<file path="src/rtl/req_arbiter_rr_if.sv">
// Bundle of lane request/descriptor inputs and grant/descriptor outputs between the
// requesting lanes (master) and the round-robin access arbiter (slave).
interface req_arbiter_rr_if #(
  parameter int NUM_CH       = 4,
  parameter int WIDTH_ADDR   = 16,
  parameter int WIDTH_STRIDE = 16,
  parameter int WIDTH_NO     = $clog2(NUM_CH + 1)
);
  logic [NUM_CH-1:0]              I_Req;
  logic [NUM_CH-1:0]              I_Term;
  logic [NUM_CH*WIDTH_ADDR-1:0]   I_Length;
  logic [NUM_CH*WIDTH_STRIDE-1:0] I_Stride;
  logic [NUM_CH*WIDTH_ADDR-1:0]   I_Base_Addr;
  logic [NUM_CH-1:0]              O_Grant;
  logic                           O_GrantVld;
  logic [WIDTH_NO-1:0]            O_GrantNo;
  logic                           O_Req;
  logic [WIDTH_ADDR-1:0]          O_Length;
  logic [WIDTH_STRIDE-1:0]        O_Stride;
  logic [WIDTH_ADDR-1:0]          O_Base_Addr;
  logic                           O_Timeout;

  modport master (
    output I_Req, I_Term, I_Length, I_Stride, I_Base_Addr,
    input  O_Grant, O_GrantVld, O_GrantNo, O_Req, O_Length, O_Stride, O_Base_Addr, O_Timeout
  );

  modport slave (
    input  I_Req, I_Term, I_Length, I_Stride, I_Base_Addr,
    output O_Grant, O_GrantVld, O_GrantNo, O_Req, O_Length, O_Stride, O_Base_Addr, O_Timeout
  );
endinterface

</file>
<file path="src/rtl/req_arbiter_rr.sv">
// N-lane round-robin arbiter in front of the DMem access manager; latches the winner's
// descriptor at grant time. Optional grant watchdog enabled by REQ_ARBITER_TIMEOUT_EN.
//
// state | meaning
// IDLE  | no grant; pick next requester after the RR pointer
// GRANT | one lane owns the manager until its Term (or watchdog expiry)
module req_arbiter_rr #(
  parameter int NUM_CH         = 4,
  parameter int WIDTH_ADDR     = 16,
  parameter int WIDTH_STRIDE   = 16,
  parameter int WIDTH_NO       = $clog2(NUM_CH + 1),
  parameter int TIMEOUT_CYCLES = 1024
) (
  input  logic           clock,
  input  logic           reset,
  req_arbiter_rr_if.slave bus
);

  localparam int IDX_W = $clog2(NUM_CH);
  localparam logic [IDX_W-1:0] PTR_RST = IDX_W'(NUM_CH - 1);

  if (NUM_CH < 2 || NUM_CH > 16) begin : g_bad_num_ch
    $error("req_arbiter_rr: NUM_CH out of range");
  end
  if (TIMEOUT_CYCLES < 1) begin : g_bad_timeout
    $error("req_arbiter_rr: TIMEOUT_CYCLES must be positive");
  end

  typedef enum logic {IDLE, GRANT} state_t;

  state_t                  state_q, state_d;
  logic [IDX_W-1:0]        ptr_q;
  logic [NUM_CH-1:0]       grant_q;
  logic [WIDTH_NO-1:0]     grant_no_q;
  logic                    req_q;
  logic [WIDTH_ADDR-1:0]   length_q;
  logic [WIDTH_STRIDE-1:0] stride_q;
  logic [WIDTH_ADDR-1:0]   base_q;

  logic                    found;
  logic [IDX_W-1:0]        win_idx;
  logic                    term_hit;
  logic                    tmo_hit;
  logic                    load;
  logic                    release_g;

  // Search starts just after the last winner so every lane gets a turn.
  always_comb begin
    int cand;
    found   = 1'b0;
    win_idx = '0;
    for (int k = 1; k <= NUM_CH; k++) begin
      cand = int'(ptr_q) + k;
      if (cand >= NUM_CH) cand = cand - NUM_CH;
      if (!found && bus.I_Req[cand]) begin
        found   = 1'b1;
        win_idx = IDX_W'(cand);
      end
    end
  end

  assign term_hit = |(bus.I_Term & grant_q);

  always_comb begin
    state_d   = state_q;
    load      = 1'b0;
    release_g = 1'b0;
    case (state_q)
      IDLE: begin
        if (found) begin
          state_d = GRANT;
          load    = 1'b1;
        end
      end
      GRANT: begin
        if (term_hit || tmo_hit) begin
          state_d   = IDLE;
          release_g = 1'b1;
        end
      end
      default: state_d = IDLE;
    endcase
  end

  always_ff @(posedge clock or negedge reset) begin
    if (!reset) state_q <= IDLE;
    else        state_q <= state_d;
  end

  always_ff @(posedge clock or negedge reset) begin
    if (!reset) begin
      ptr_q      <= PTR_RST;
      grant_q    <= '0;
      grant_no_q <= '0;
      req_q      <= 1'b0;
      length_q   <= '0;
      stride_q   <= '0;
      base_q     <= '0;
    end else begin
      req_q <= load;
      if (load) begin
        ptr_q      <= win_idx;
        grant_q    <= NUM_CH'(1) << win_idx;
        grant_no_q <= WIDTH_NO'(win_idx) + 1'b1;
        length_q   <= bus.I_Length[win_idx*WIDTH_ADDR +: WIDTH_ADDR];
        stride_q   <= bus.I_Stride[win_idx*WIDTH_STRIDE +: WIDTH_STRIDE];
        base_q     <= bus.I_Base_Addr[win_idx*WIDTH_ADDR +: WIDTH_ADDR];
      end else if (release_g) begin
        grant_q    <= '0;
        grant_no_q <= '0;
        length_q   <= '0;
        stride_q   <= '0;
        base_q     <= '0;
      end
    end
  end

`ifdef REQ_ARBITER_TIMEOUT_EN
  localparam int TMO_W = $clog2(TIMEOUT_CYCLES + 1);
  logic [TMO_W-1:0] tmo_cnt_q;
  logic             timeout_q;

  // A Term in the expiry cycle wins, so no spurious watchdog pulse.
  assign tmo_hit = (state_q == GRANT) && (tmo_cnt_q == TMO_W'(TIMEOUT_CYCLES - 1));

  always_ff @(posedge clock or negedge reset) begin
    if (!reset) begin
      tmo_cnt_q <= '0;
      timeout_q <= 1'b0;
    end else begin
      timeout_q <= tmo_hit && !term_hit;
      if (load)                  tmo_cnt_q <= '0;
      else if (state_q == GRANT) tmo_cnt_q <= tmo_cnt_q + 1'b1;
    end
  end

  assign bus.O_Timeout = timeout_q;
`else
  assign tmo_hit       = 1'b0;
  assign bus.O_Timeout = 1'b0;
`endif

  assign bus.O_Grant     = grant_q;
  assign bus.O_GrantVld  = |grant_q;
  assign bus.O_GrantNo   = grant_no_q;
  assign bus.O_Req       = req_q;
  assign bus.O_Length    = length_q;
  assign bus.O_Stride    = stride_q;
  assign bus.O_Base_Addr = base_q;

endmodule

</file>
<file path="src/flat_wrapper.sv">
// flat-port wrapper written by rule: the top's interface ports become plain ports
module req_arbiter_rr_flat 
#(
  parameter int NUM_CH         = 4,
  parameter int WIDTH_ADDR     = 16,
  parameter int WIDTH_STRIDE   = 16,
  parameter int WIDTH_NO       = $clog2(NUM_CH + 1),
  parameter int TIMEOUT_CYCLES = 1024
)
  (clock, reset, bus_I_Req, bus_I_Term, bus_I_Length, bus_I_Stride, bus_I_Base_Addr, bus_O_Grant, bus_O_GrantVld, bus_O_GrantNo, bus_O_Req, bus_O_Length, bus_O_Stride, bus_O_Base_Addr, bus_O_Timeout);
  req_arbiter_rr_if #(.NUM_CH(NUM_CH), .WIDTH_ADDR(WIDTH_ADDR), .WIDTH_STRIDE(WIDTH_STRIDE), .WIDTH_NO(WIDTH_NO)) bus_i ();
  input  logic clock;
  input  logic reset;
  input wire logic [$bits(bus_i.I_Req)-1:0] bus_I_Req;
  input wire logic [$bits(bus_i.I_Term)-1:0] bus_I_Term;
  input wire logic [$bits(bus_i.I_Length)-1:0] bus_I_Length;
  input wire logic [$bits(bus_i.I_Stride)-1:0] bus_I_Stride;
  input wire logic [$bits(bus_i.I_Base_Addr)-1:0] bus_I_Base_Addr;
  output wire logic [$bits(bus_i.O_Grant)-1:0] bus_O_Grant;
  output wire logic [$bits(bus_i.O_GrantVld)-1:0] bus_O_GrantVld;
  output wire logic [$bits(bus_i.O_GrantNo)-1:0] bus_O_GrantNo;
  output wire logic [$bits(bus_i.O_Req)-1:0] bus_O_Req;
  output wire logic [$bits(bus_i.O_Length)-1:0] bus_O_Length;
  output wire logic [$bits(bus_i.O_Stride)-1:0] bus_O_Stride;
  output wire logic [$bits(bus_i.O_Base_Addr)-1:0] bus_O_Base_Addr;
  output wire logic [$bits(bus_i.O_Timeout)-1:0] bus_O_Timeout;
  assign bus_i.I_Req = bus_I_Req;
  assign bus_i.I_Term = bus_I_Term;
  assign bus_i.I_Length = bus_I_Length;
  assign bus_i.I_Stride = bus_I_Stride;
  assign bus_i.I_Base_Addr = bus_I_Base_Addr;
  assign bus_O_Grant = bus_i.O_Grant;
  assign bus_O_GrantVld = bus_i.O_GrantVld;
  assign bus_O_GrantNo = bus_i.O_GrantNo;
  assign bus_O_Req = bus_i.O_Req;
  assign bus_O_Length = bus_i.O_Length;
  assign bus_O_Stride = bus_i.O_Stride;
  assign bus_O_Base_Addr = bus_i.O_Base_Addr;
  assign bus_O_Timeout = bus_i.O_Timeout;
  req_arbiter_rr #(.NUM_CH(NUM_CH), .WIDTH_ADDR(WIDTH_ADDR), .WIDTH_STRIDE(WIDTH_STRIDE), .WIDTH_NO(WIDTH_NO), .TIMEOUT_CYCLES(TIMEOUT_CYCLES)) u_core (.clock(clock), .reset(reset), .bus(bus_i));
endmodule
</file>
<file path="config.mk">
export PLATFORM = sky130hd
export DESIGN_NAME = req_arbiter_rr_flat
export DESIGN_NICKNAME = d
export VERILOG_FILES = /design/src/rtl/req_arbiter_rr_if.sv /design/src/rtl/req_arbiter_rr.sv /design/src/flat_wrapper.sv
export SDC_FILE = /design/constraint.sdc
export NUM_CORES = 1
export LEC_CHECK = 0
export ABC_AREA = 1
export CAP_MARGIN = 40
export CORE_ASPECT_RATIO = 1.1
export CORE_MARGIN = 4
export CORE_UTILIZATION = 41
export CTS_CLUSTER_SIZE = 30
export DETAILED_ROUTE_END_ITERATION = 10
export PLACE_DENSITY = 0.9
export SLEW_MARGIN = 30
export SYNTH_ARGS = -nofsm -noshare
export SYNTH_HDL_FRONTEND = slang
export SYNTH_SLANG_ARGS = --single-unit
</file>
<file path="constraint.sdc">
create_clock -name clock -period 4.8 [get_ports clock]
set_input_delay 1.2 -clock clock [delete_from_list [all_inputs] [get_ports clock]]
set_output_delay 1.2 -clock clock [all_outputs]
set_load 0.02 [all_outputs]
</file>
==> results by group <==
Run status
  – Outcome: finished clean

Timing
  – Final worst slack: 1.293 ns
  – Minimum clock period after layout: about 3.5 ns
  – Worst slew margin: between 50% and 60%
  – Clk_skew: a little under 0.008 ns
  – Fmax: 0.2851 GHz
  – Final cycle utilization of the critical path: 73.07%
  – Final Hold Fails: 0
  – Setup total negative slack: 0 ns
  – Min Hold Slack: 0.4792 ns
  – Worst Max-Slew Pin Slew: 0.7303 ns
  – # setup viols final: 0
  – Final Max Slew Viols: 0
  – RSZ-0062 raised after global routing: false

Layout
  – Final non-filler cell total: 992
  – Post-route cell area: 6932 um^2
  – # diodes: 0
  – Final nets: 1,073
  – Share of cells above drive strength 1: ~5.5%
  – Finished Core Util: 69.76%
  – Synthesis-to-finish area growth: 64.88%

CTS
  – CTS tree: built
  – CTS Sinks: 58
  – # H-tree levels: 3
  – Clk Tree Root Cell: clkbuf_8
  – CTS resizes: 0
  – Clk Latency, worst-skew pair: 0.32 ns
  – Reg clk slew, reported paths: approximately 0.070 ns
  – Setup Buffers After CTS: 0
  – Hold-fix buffer count after cts: 0
  – CTS Buf Count: 9
  – Max Root-Sink Buffers: 2

Place
  – Placed insts: 976
  – RD Place Congestion: 0.8866
  – Pre-CTS WS: between 0.9 and 1 ns
  – # port buffers: ~260
  – Placed cell area: 6728 um^2
  – HPWL after detailed placement: 11,700 um

Critical path
  – Max incr delay on CP: around 0.60 ns
  – Worst EP arrival: 3.77 ns
  – Type of origin of the critical path: input pin
  – Crit-path leading delay family: simple AND/OR/NAND/NOR gates
  – Worst path bufs/invs: 3
  – WS Path Type: in -> reg
  – Critical Path RT: 5.07 ns
  – Max FO, Critical Path: 68
  – Worst path cell trace: clkdlybuf4s50_1 > inv_1 > nand2_1 > nand2_1 > nand2_1 > nand2_1 > nand2_1 > nand2_2 > nor2_4 > nand2_4 > nand2_4 > buf_4 > nand2_1 > nand3_1 > nand3_1 > nand2_1
  – Top cell by count, worst path: nand2_1
  – CP Capture Type: flip-flop
  – Slowest CP cell: nand2_4

Global route
  – Remaining global-route overflow: 0
  – Vias in the first global route: 4,996
  – Total GRT Usage: 25.92%
  – First-pass GRT wire length: 25,040 um
  – Initial antenna violation count: 0
  – Largest net degree at the start of global routing: 69

Yosys
  – Largest area contributor in the netlist: dfrtp_1
  – Mapped Area: 4204 um^2
  – Async S/R FF share, synth: 100.0%
  – Mapped Cells: 642
  – Distinct cell type count after synthesis: 25
  – Most numerous cell in the Yosys netlist: nand3_1
  – Mapped Nets: 848
  – Largest cells by area after synthesis: dfrtp_1 33%, nand3_1 29%, nand2_1 21%, buf_2 4.0%, buf_4 1.6%
  – Register area share after synthesis: 34.58%
  – Most used DFF post-synth: dfrtp_1
  – Synth top cells by count: 244 x nand3_1, 238 x nand2_1, 56 x dfrtp_1
  – Top-area cell type share of the netlist area: approximately a third
  – Syn avg cell area: between 6 and 7 um^2
  – Yosys reg bits: 58
  – Ys Warns: 0
  – Number of synthesized flops with an enable pin: 0

Pwr
  – Leakage: 3.202 nW
  – Total power: 5.558 mW
  – Max VDD drop: slightly above 0.8 mV
  – Pwr per Cell Area: about 800 nW/um^2

Routing
  – Residual DRC: 0
  – Post-Route WL: around 16,000 um
  – DR iter-0 viols: about 380
  – Routed WL per cell: 16.11 um
  – Routed Antenna Nets: 0
  – Vias post-DR: 5,292
  – Via/cell ratio: 5.335
  – First-pass iteration count of the detailed router: 5

Floorplanning
  – Starting Density: 42.31%
  – IO Count: 260
  – Die Y: 114.2 um
  – Die area: 11,940 um^2
  – Die X: 104.6 um
  – Core Region: 9937 um^2
  – Row count: 38

Hold path
  – Worst hold path type: reg -> reg

Job
  – Max Cap Viol: 0
[metal layers]
layer | track usage [%] | share of wire [%]
met4 | 9.309 | 2.4
met1 | 30.54 | 39
met3 | 6.881 | 9.1
met2 | 45.61 | 49
met5 | 0 | 0
[cell families after synthesis]
group / count (synthesis) / synth area share [%]
compound gates: 10 / 1.488
fa+ha+maj: 4 / 1.191
buf+inv: 72 / 9.464
flops: 58 / 34.58
other cells: 1 / 0.08920
simple gates: 497 / 53.18
[worst register-to-register path, cell delays in order (launching register included)]
cell and delay [ns]:
dfstp_2 0.63, inv_4 0.10, nand2_1 0.07, nand2_1 0.09
nand2_1 0.11, nand2_2 0.07, nor2_2 0.11, nand3_2 0.11
nand2_4 0.29, nand2_4 0.46, buf_4 0.45, nand2_1 0.09
nand3_1 0.06, nand3_1 0.10, nand2_1 0.05
[sequential cells by signal, summed over array words and instances, names as in the netlist]
| signal | cells |
|---|---|
| u_core.bus.O_Base_Addr | 16 |
| u_core.bus.O_Grant | 3 |
| u_core.bus.O_GrantNo | 3 |
| u_core.bus.O_Length | 16 |
| u_core.bus.O_Req | 1 |
| u_core.bus.O_Stride | 16 |
| u_core.ptr_q | 2 |
| u_core.state_q | 1 |
[final timing paths]
kind	start	to	slack, ns	cells after the start
min reg2reg	u_core.bus.O_Stride[13]$_DFFE_PN0P_	u_core.bus.O_Stride[13]$_DFFE_PN0P_	0.48	2
min	u_core.bus.O_Stride[13]$_DFFE_PN0P_	u_core.bus.O_Stride[13]$_DFFE_PN0P_	0.48	2
max	bus_I_Req[2]	u_core.bus.O_Length[7]$_DFFE_PN0P_	1.29	16
max in group asynchronous	reset	u_core.bus.O_Length[4]$_DFFE_PN0P_	3.20	2
min in group asynchronous	reset	u_core.bus.O_Base_Addr[10]$_DFFE_PN0P_	0.69	1
max reg2reg	u_core.ptr_q[0]$_DFFE_PN1P_	u_core.bus.O_Length[7]$_DFFE_PN0P_	1.92	14
[power breakdown]
part / switching [mW] / internal, mW
registers: 0.146 / 0.746
clock network: 0.195 / 0.265
logic: 2.67 / 1.53
[cells in the final DEF, fill, tap and decap left out, types with 2 or more instances in the layout]
| cell | count |
|---|---|
| inv_2 | 4 |
| nand3_2 | 2 |
| nor2_2 | 2 |
| buf_12 | 3 |
| clkbuf_8 | 11 |
| inv_1 | 12 |
| nand2_2 | 4 |
| nand2_1 | 238 |
| o21ai_0 | 6 |
| nand4_1 | 3 |
| clkinv_2 | 3 |
| nand2_4 | 3 |
| dfrtp_1 | 56 |
| dfstp_2 | 2 |
| buf_4 | 8 |
| ha_1 | 4 |
| nand3_1 | 244 |
| clkdlybuf4s50_1 | 257 |
[area by class of cell]
cell class              count  area, um^2
flip-flops and latches     58        1454
well taps                 120       150.1
clock inverters             5       52.55
multi-input cells         512        2360
inverters                  17       66.31
clock buffers              11       151.4
fillers                   827        3005
repair buffers            269        2698
Note: power is estimated with default switching activity, not from simulation.
